$ cat config.mk
export PLATFORM = sky130hd
export DESIGN_NAME = commit_queue
export DESIGN_NICKNAME = d
export VERILOG_FILES = /design/src/rtl/commit_queue_pkg.sv /design/src/rtl/commit_queue.sv
export SDC_FILE = /design/constraint.sdc
export NUM_CORES = 2
export LEC_CHECK = 0
export BUFFER_PORTS_ARGS = -buffer_cell sky130_fd_sc_hd__buf_2
export CELL_PAD_IN_SITES_DETAIL_PLACEMENT = 0
export CELL_PAD_IN_SITES_GLOBAL_PLACEMENT = 2
export CORE_ASPECT_RATIO = 2
export CORE_UTILIZATION = 41
export DETAILED_ROUTE_END_ITERATION = 6
export PLACE_DENSITY = 0.84
export REMOVE_ABC_BUFFERS = 1
export SLEW_MARGIN = 20
export SYNTH_ARGS = -nofsm -noshare
export SYNTH_HDL_FRONTEND = slang
export SYNTH_SLANG_ARGS = --single-unit
$ cat constraint.sdc
create_clock -name clk_i -period 6.35 [get_ports clk_i]
set_input_delay 0.635 -clock clk_i [delete_from_list [all_inputs] [get_ports clk_i]]
set_output_delay 0.635 -clock clk_i [all_outputs]
set_load 0.01 [all_outputs]
$ cat src/rtl/commit_queue_pkg.sv
// Shared types for the commit queue: scoreboard entries, exceptions, per-slot state
// and a small popcount helper for the commit acknowledge vector.
package commit_queue_pkg;

    localparam int unsigned XLEN          = 32;
    localparam int unsigned NR_SB_ENTRIES = 8;
    localparam int unsigned TRANS_ID_BITS = $clog2(NR_SB_ENTRIES);
    localparam int unsigned CNT_BITS      = TRANS_ID_BITS + 1;

    typedef enum logic [2:0] {
        FuNone,
        FuLoad,
        FuStore,
        FuAlu,
        FuCtrlFlow,
        FuMult,
        FuCsr,
        FuFpu
    } fu_t;

    typedef struct packed {
        logic [XLEN-1:0] cause;
        logic [XLEN-1:0] tval;
        logic            valid;
    } exception_t;

    typedef struct packed {
        logic [XLEN-1:0]          pc;
        logic [TRANS_ID_BITS-1:0] trans_id;
        fu_t                      fu;
        logic [7:0]               op;
        logic [4:0]               rd;
        logic [XLEN-1:0]          result;
        logic                     valid;
        exception_t               ex;
    } scoreboard_entry_t;

    typedef struct packed {
        logic              busy;
        logic              done;
        scoreboard_entry_t sbe;
    } cq_slot_t;

    // Commit ports are limited to two, so the ack vector is at most two bits wide.
    function automatic logic [CNT_BITS-1:0] popcount(input logic [1:0] v);
        return CNT_BITS'(v[0]) + CNT_BITS'(v[1]);
    endfunction

endpackage

$ cat src/rtl/commit_queue.sv
// In-order retirement buffer: allocates slots at issue, collects writeback results
// and presents the oldest completed entries to the commit stage.
module commit_queue
    import commit_queue_pkg::*;
#(
    parameter int unsigned NR_COMMIT_PORTS = 2,
    parameter int unsigned NR_WB_PORTS     = 2,
    parameter int unsigned NR_ENTRIES      = NR_SB_ENTRIES
) (
    input  logic                                       clk_i,
    input  logic                                       rst_ni,
    input  logic                                       flush_i,
    input  logic                                       issue_valid_i,
    output logic                                       issue_ready_o,
    input  scoreboard_entry_t                          issue_entry_i,
    output logic [TRANS_ID_BITS-1:0]                   issue_trans_id_o,
    input  logic [NR_WB_PORTS-1:0]                     wb_valid_i,
    input  logic [NR_WB_PORTS-1:0][TRANS_ID_BITS-1:0]  wb_trans_id_i,
    input  logic [NR_WB_PORTS-1:0][XLEN-1:0]           wb_result_i,
    input  exception_t [NR_WB_PORTS-1:0]               wb_ex_i,
    output scoreboard_entry_t [NR_COMMIT_PORTS-1:0]    commit_instr_o,
    input  logic [NR_COMMIT_PORTS-1:0]                 commit_ack_i
);

    logic [TRANS_ID_BITS-1:0] head_q, head_d;
    logic [TRANS_ID_BITS-1:0] tail_q, tail_d;
    logic [CNT_BITS-1:0]      count_q, count_d;
    logic [NR_ENTRIES-1:0]    busy_q;
    logic [NR_ENTRIES-1:0]    done_q;
    scoreboard_entry_t        sbe_q [NR_ENTRIES];
    cq_slot_t                 slots_d [NR_ENTRIES];

    logic                     issue_fire;
    logic [1:0]               ack_vec;
    logic [TRANS_ID_BITS-1:0] commit_idx [NR_COMMIT_PORTS];

    assign issue_ready_o    = (count_q != CNT_BITS'(NR_ENTRIES));
    assign issue_fire       = issue_valid_i & issue_ready_o;
    assign issue_trans_id_o = tail_q;

    always_comb begin
        ack_vec = '0;
        ack_vec[NR_COMMIT_PORTS-1:0] = commit_ack_i;
    end

    always_comb begin
        for (int i = 0; i < NR_COMMIT_PORTS; i++) begin
            commit_idx[i] = head_q + TRANS_ID_BITS'(i);
        end
    end

    always_comb begin
        for (int i = 0; i < NR_COMMIT_PORTS; i++) begin
            commit_instr_o[i]          = sbe_q[commit_idx[i]];
            commit_instr_o[i].valid    = busy_q[commit_idx[i]] & done_q[commit_idx[i]];
            commit_instr_o[i].trans_id = commit_idx[i];
        end
    end

    always_comb begin
        for (int i = 0; i < NR_ENTRIES; i++) begin
            slots_d[i].busy = busy_q[i];
            slots_d[i].done = done_q[i];
            slots_d[i].sbe  = sbe_q[i];
        end
        head_d  = head_q;
        tail_d  = tail_q;
        count_d = count_q + CNT_BITS'(issue_fire) - popcount(ack_vec);

        if (issue_fire) begin
            slots_d[tail_q].busy         = 1'b1;
            // Fetch/decode faults never reach an FU, so they are complete on arrival.
            slots_d[tail_q].done         = issue_entry_i.ex.valid;
            slots_d[tail_q].sbe          = issue_entry_i;
            slots_d[tail_q].sbe.trans_id = tail_q;
            tail_d                       = tail_q + 1'b1;
        end

        // Walk ports high to low so the lowest index wins on a (disallowed) collision.
        for (int p = NR_WB_PORTS - 1; p >= 0; p--) begin
            if (wb_valid_i[p] && busy_q[wb_trans_id_i[p]]) begin
                slots_d[wb_trans_id_i[p]].done       = 1'b1;
                slots_d[wb_trans_id_i[p]].sbe.result = wb_result_i[p];
                if (wb_ex_i[p].valid) begin
                    slots_d[wb_trans_id_i[p]].sbe.ex = wb_ex_i[p];
                end else begin
                    // FPU status flags travel in cause even without an exception.
                    slots_d[wb_trans_id_i[p]].sbe.ex.cause = wb_ex_i[p].cause;
                end
            end
        end

        for (int i = 0; i < NR_COMMIT_PORTS; i++) begin
            if (commit_ack_i[i]) begin
                slots_d[commit_idx[i]].busy = 1'b0;
                slots_d[commit_idx[i]].done = 1'b0;
            end
        end
        head_d = head_q + TRANS_ID_BITS'(popcount(ack_vec));

        if (flush_i) begin
            for (int i = 0; i < NR_ENTRIES; i++) begin
                slots_d[i].busy = 1'b0;
                slots_d[i].done = 1'b0;
            end
            head_d  = '0;
            tail_d  = '0;
            count_d = '0;
        end
    end

    always_ff @(posedge clk_i or negedge rst_ni) begin
        if (!rst_ni) begin
            head_q  <= '0;
            tail_q  <= '0;
            count_q <= '0;
            busy_q  <= '0;
            done_q  <= '0;
        end else begin
            head_q  <= head_d;
            tail_q  <= tail_d;
            count_q <= count_d;
            for (int i = 0; i < NR_ENTRIES; i++) begin
                busy_q[i] <= slots_d[i].busy;
                done_q[i] <= slots_d[i].done;
            end
        end
    end

    always_ff @(posedge clk_i) begin
        for (int i = 0; i < NR_ENTRIES; i++) begin
            sbe_q[i] <= slots_d[i].sbe;
        end
    end

    assert property (@(posedge clk_i) NR_ENTRIES == (1 << TRANS_ID_BITS));

    for (genvar i = 0; i < NR_COMMIT_PORTS; i++) begin : gen_ack_chk
        assert property (@(posedge clk_i) disable iff (!rst_ni)
            commit_ack_i[i] |-> commit_instr_o[i].valid);
        if (i > 0) begin : gen_prefix
            assert property (@(posedge clk_i) disable iff (!rst_ni)
                commit_ack_i[i] |-> commit_ack_i[i-1]);
        end
    end

    for (genvar p = 0; p < NR_WB_PORTS; p++) begin : gen_wb_chk
        for (genvar q = p + 1; q < NR_WB_PORTS; q++) begin : gen_pair
            assert property (@(posedge clk_i) disable iff (!rst_ni)
                !(wb_valid_i[p] && wb_valid_i[q] && (wb_trans_id_i[p] == wb_trans_id_i[q])));
        end
    end

endmodule

; After elaboration in Yosys (flattened, before gate mapping)
; Memory sizes are Yosys's and may differ from the RTL's.
; Index checks and enable logic that the tools add are counted.
[totals]
register_bits = 26
ram_bits = 1192
output_inout_bits = 302
elab_cells = 122
memories = 1
[classes]
n_addsub = 6
magnitude_cmp = 14
eq_ne = 1
mux = 79
bitwise_logic = 8
reduce_logical = 8
[mem_list]
columns = memory, words, word_bits, read_ports, rd_ports_with_merged_regs, wr, line
row1 = sbe_q, 8, 149, 10, 0, 8, commit_queue.sv:30  ; scoreboard_entry_t sbe_q [NR_ENTRIES];
[ops]
columns = op, count
row1 = $bwmux 1208, 16
row2 = $mux 1208, 7
row3 = $demux 151 s3, 16
row4 = $mux 150, 5
row5 = $mux 151, 3
row6 = $mux 65, 4
row7 = $mux 98, 2
row8 = $mux 149, 1
row9 = $mux 117, 1
row10 = $ge 4x4->1 const B, 5
row11 = $lt 4x1->1 const B, 5
row12 = $not 3->4, 5
row13 = $bmux 1 s3, 6
row14 = $lt 3x4->1 const B, 4
row15 = $mux 2, 8
row16 = $mux 3, 3
row17 = $logic_and 1x1->1, 7
row18 = $add 3x1->3 const B, 2
row19 = $mux 1, 6
row20 = $add 4x1->4, 1
row21 = $mux 4, 1
row22 = $ne 4x4->1 const B, 1
row23 = $sub 4x4->4, 1
row24 = $add 3x2->3, 1
row25 = 3 further kinds, 5

; Logic depth before layout (Yosys ltp)
[depth]
ltp_word = 27
ltp_mapped = 12

; Least setup slack after synthesis
; Ideal clock, no wire load.
[synth_timing]
path_kind = register to register
start = register count_q[2]
end = register done_q[0]
setup_ns = 0.083
arrival_time_ns = 3.042
t_required_ns = 6.267
path_slack_ns = 3.225
path_stages_with_launch = 10
path_buffers = 1
path_cell_list = dfrtp_1 > inv_1 > ha_1 > nor3b_2 > clkinv_1 > nand3_2 > inv_2 > clkbuf_1 > nand2_1 > a31oi_1
[synth_lines]
columns = element, line
row1 = "start, declared", commit_queue.sv:27  ; logic [CNT_BITS-1:0] count_q, count_d;
row2 = "start signal, assigned", commit_queue.sv:122  ; count_q <= count_d;
row3 = "end signal, assigned by index", commit_queue.sv:125  ; done_q[i] <= slots_d[i].done;
row4 = "end, declared", commit_queue.sv:29  ; logic [NR_ENTRIES-1:0] done_q;

==> flow_metrics.env <==
export IMPL_cts_resized=0
export IMPL_pwr_share_clk=0.234
export IMPL_avgSynthCellArea_um2=9.515
export IMPL_netlist_area_mm2=0.07120
export IMPL_n_fill_cell=16230
export IMPL_ant_nets=0
export IMPL_grt_usage=0.3582
export IMPL_cp_max_fo=34
export IMPL_hold_buffers=1
export IMPL_ir_drop_mv=0.2442
export IMPL_fin_nets=7872
export IMPL_place_area_mm2=0.07491
export IMPL_p_int_mw=20.36
export IMPL_hpwl_mm=185.9
export IMPL_setup_ws_ns=1.196
export IMPL_required_ns=5.71
export IMPL_ys_seq_area_frac=0.3893
export IMPL_syn_instance_count=7483
export IMPL_root_buffer="clkbuf_16"
export IMPL_fmax_mhz=194.0
export IMPL_grt_ovfl_total=0
export IMPL_htree_levels=3
export IMPL_rsz0062_at_grt="false"
export IMPL_p_leak_nw=29.72
export IMPL_cts_buffer_depth=3
export IMPL_antenna_found_initial=108
export IMPL_status="finished with violations"
export IMPL_die_height_um=591.3
export IMPL_final_cell_mix="nand2_1 (2076), dfxtp_1 (776), buf_2 (653)"
export IMPL_skew_ns=0.01787
export IMPL_viasPerCell=6.627
export IMPL_max_stage_delay_ns=0.80
export IMPL_finalMaxSlewViolations=0
export IMPL_crit_buf_inv=3
export IMPL_vias=65990
export IMPL_final_area_mm2=0.07900
export IMPL_synth_warnings=0
export IMPL_cts_setup_buffers=0
export IMPL_p_sw_mw=11.25
export IMPL_min_path_type="in -> reg"
export IMPL_p_comb_frac=0.399
export IMPL_wl_per_cell_um=32.61
export IMPL_yosys_most_used_dff="dfxtp_1"
export IMPL_setup_worst_path_end_class="output port"
export IMPL_relSlewSlack=0.2124
export IMPL_drcViolationCount=3
export IMPL_netlist_area_leader_share=0.2182
export IMPL_hold_viol_final=0
export IMPL_cp_arrival_ns=4.52
export IMPL_drive_above_1_share=0.2441
export IMPL_total_power_mw=31.61
export IMPL_portBuffers=654
export IMPL_cts_tree="yes"
export IMPL_insertion_delay_ns=0.74
export IMPL_synth_edff_count=384
export IMPL_gp_congestion=0.8507
export IMPL_synth_area_leaders="dfxtp_1 (22%), mux4_2 (19%), edfxtp_1 (16%)"
export IMPL_final_common_cell="nand2_1"
export IMPL_drt_pass1_iter_count=7
export IMPL_crit_type="reg -> out"
export IMPL_r2r_setup_slack_ns=2.57
export IMPL_crit_top_cell="buf_4"
export IMPL_ioPinCount=659
export IMPL_routed_wirelength_mm=324.7
export IMPL_initial_utilization=0.4123
export IMPL_die_x_um=296.7
export IMPL_violations="DRC"
export IMPL_grt_pass1_wl_mm=457.6
export IMPL_synthArstFlopShare=0.02192
export IMPL_synth_cell_types=58
export IMPL_pwr_share_seq=0.366
export IMPL_cts_reportedPaths_clkPinSlew_ns=0.07
export IMPL_numCtsBuffers=115
export IMPL_synth_top_cell_by_area="dfxtp_1"
export IMPL_hold_slack_ns=0.1471
export IMPL_cts_sinks=1186
export IMPL_start_kind="flop"
export IMPL_cp_top_family="buffers and inverters"
export IMPL_min_period_ns=5.154
export IMPL_dr_first_iter_drc_count=7246
export IMPL_swShare=0.3559
export IMPL_cpMaxStageDelayCell="buf_4"
export IMPL_utilization=0.4574
export IMPL_powerDensity_mw_per_mm2=400.1
export IMPL_grt_start_max_net_pins=124
export IMPL_post_route_period_util=0.8116
export IMPL_ys_ff_latch=1186
export IMPL_tightest_slew_ns=1.177
export IMPL_dieArea_mm2=0.1754
export IMPL_grt_pass1_vias=64630
export IMPL_post_place_ws_ns=2.027
export IMPL_setup_viol=0
export IMPL_cap_violations=0
export IMPL_coreArea_mm2=0.1727
export IMPL_path_cells="ha_4 > xnor2_4 > buf_4 > buf_4 > mux4_2 > mux2_2 > buf_2"
export IMPL_rows=216
export IMPL_area_growth_pct=10.95
-- worst paths after layout --
kind	from	end	depth (start not counted)
worst max-delay path	head_q[1]	commit_instr_o[194]	7
worst min-delay path	issue_entry_i[144]	flop	1
worst max register to register	count_q[2]	sbe_q[0][75]	10
worst min register to register	sbe_q[6][0]	sbe_q[6][0]	2
max in group asynchronous	rst_ni	head_q[2]	2
min in group asynchronous	rst_ni	issue_trans_id_o[1]	2
-- cells by family (layout without fill, tap and decap cells) --
| family | after synthesis | count (layout) | share of synthesized area |
|---|---|---|---|
| buf+inv | 910 | 1026 | 0.05924 |
| simple gates | 2981 | 2981 | 0.1748 |
| mux | 821 | 821 | 0.2225 |
| other cells | 0 | 70 | 0 |
| xor+xnor | 6 | 6 | 0.0008437 |
| flops | 1186 | 1186 | 0.3893 |
| fa+ha+maj | 12 | 12 | 0.002320 |
| compound gates | 1567 | 1567 | 0.1510 |
-- per-layer routing --
metal | track usage | share of wire
met4 | 0.1958 | 0.058
met5 | 0 | 0.0019
met2 | 0.5993 | 0.48
met3 | 0.1022 | 0.11
met1 | 0.4090 | 0.35
-- Yosys cell counts, types with 6 or more instances --
cell type / count
a22o_1: 435
nor2_1: 184
inv_2: 9
and3_1: 132
a32o_1: 213
buf_1: 112
mux2_2: 231
buf_4: 112
mux4_2: 585
o21ai_1: 95
nor2b_1: 61
edfxtp_1: 384
nand2b_1: 39
dfxtp_1: 776
buf_2: 259
nand3_1: 453
clkbuf_1: 386
o21ai_0: 304
ha_1: 10
dfrtp_1: 26
o31ai_1: 30
clkbuf_2: 10
a21oi_1: 454
o21ai_2: 12
buf_6: 6
and2_1: 6
nand2_1: 2078
nand4_1: 6
a31oi_1: 8
inv_1: 14
-- layout make-up --
class / instances / area, um^2 / area share
diodes: 70 / 175.2 / 0.002217
clock inverters: 56 / 678.2 / 0.008584
clock buffers: 157 / 3228 / 0.04086
multi-input cells: 5387 / 39560 / 0.5007
inverters: 25 / 158.9 / 0.002011
flip-flops and latches: 1186 / 27730 / 0.3510
repair buffers: 788 / 4609 / 0.05835
well taps: 2289 / 2864 / 0.03625
-- per-stage QoR --
stage,std cells,setup TNS [ns]
global route,9912,0
global placement,9674,0
floorplan,6598,-5090.11
CTS,9888,0
detailed placement,9674,0
finish,9958,0
-- worst reg2reg max path, delay by kind of cell (launching register included) --
family	cells	cell delay (ns)
AOI/OAI and AO/OA	1	0.24
adders and majority gates	1	0.18
buffers and inverters	4	1.87
DFF	1	0.33
and+or+nand+nor	4	1.06
-- power by group through the flow --
stage	sequential, mW	clock, mW	combinational (mW)
after CTS	11.5	7.48	12.5
after detailed placement	11.6	0	12.4
final	11.6	7.41	12.6
after floorplan	11.3	0	9.35
after global placement	11.5	0	12.2
after global routing	11.7	7.71	13.5
(Power assumes the default switching activity.)
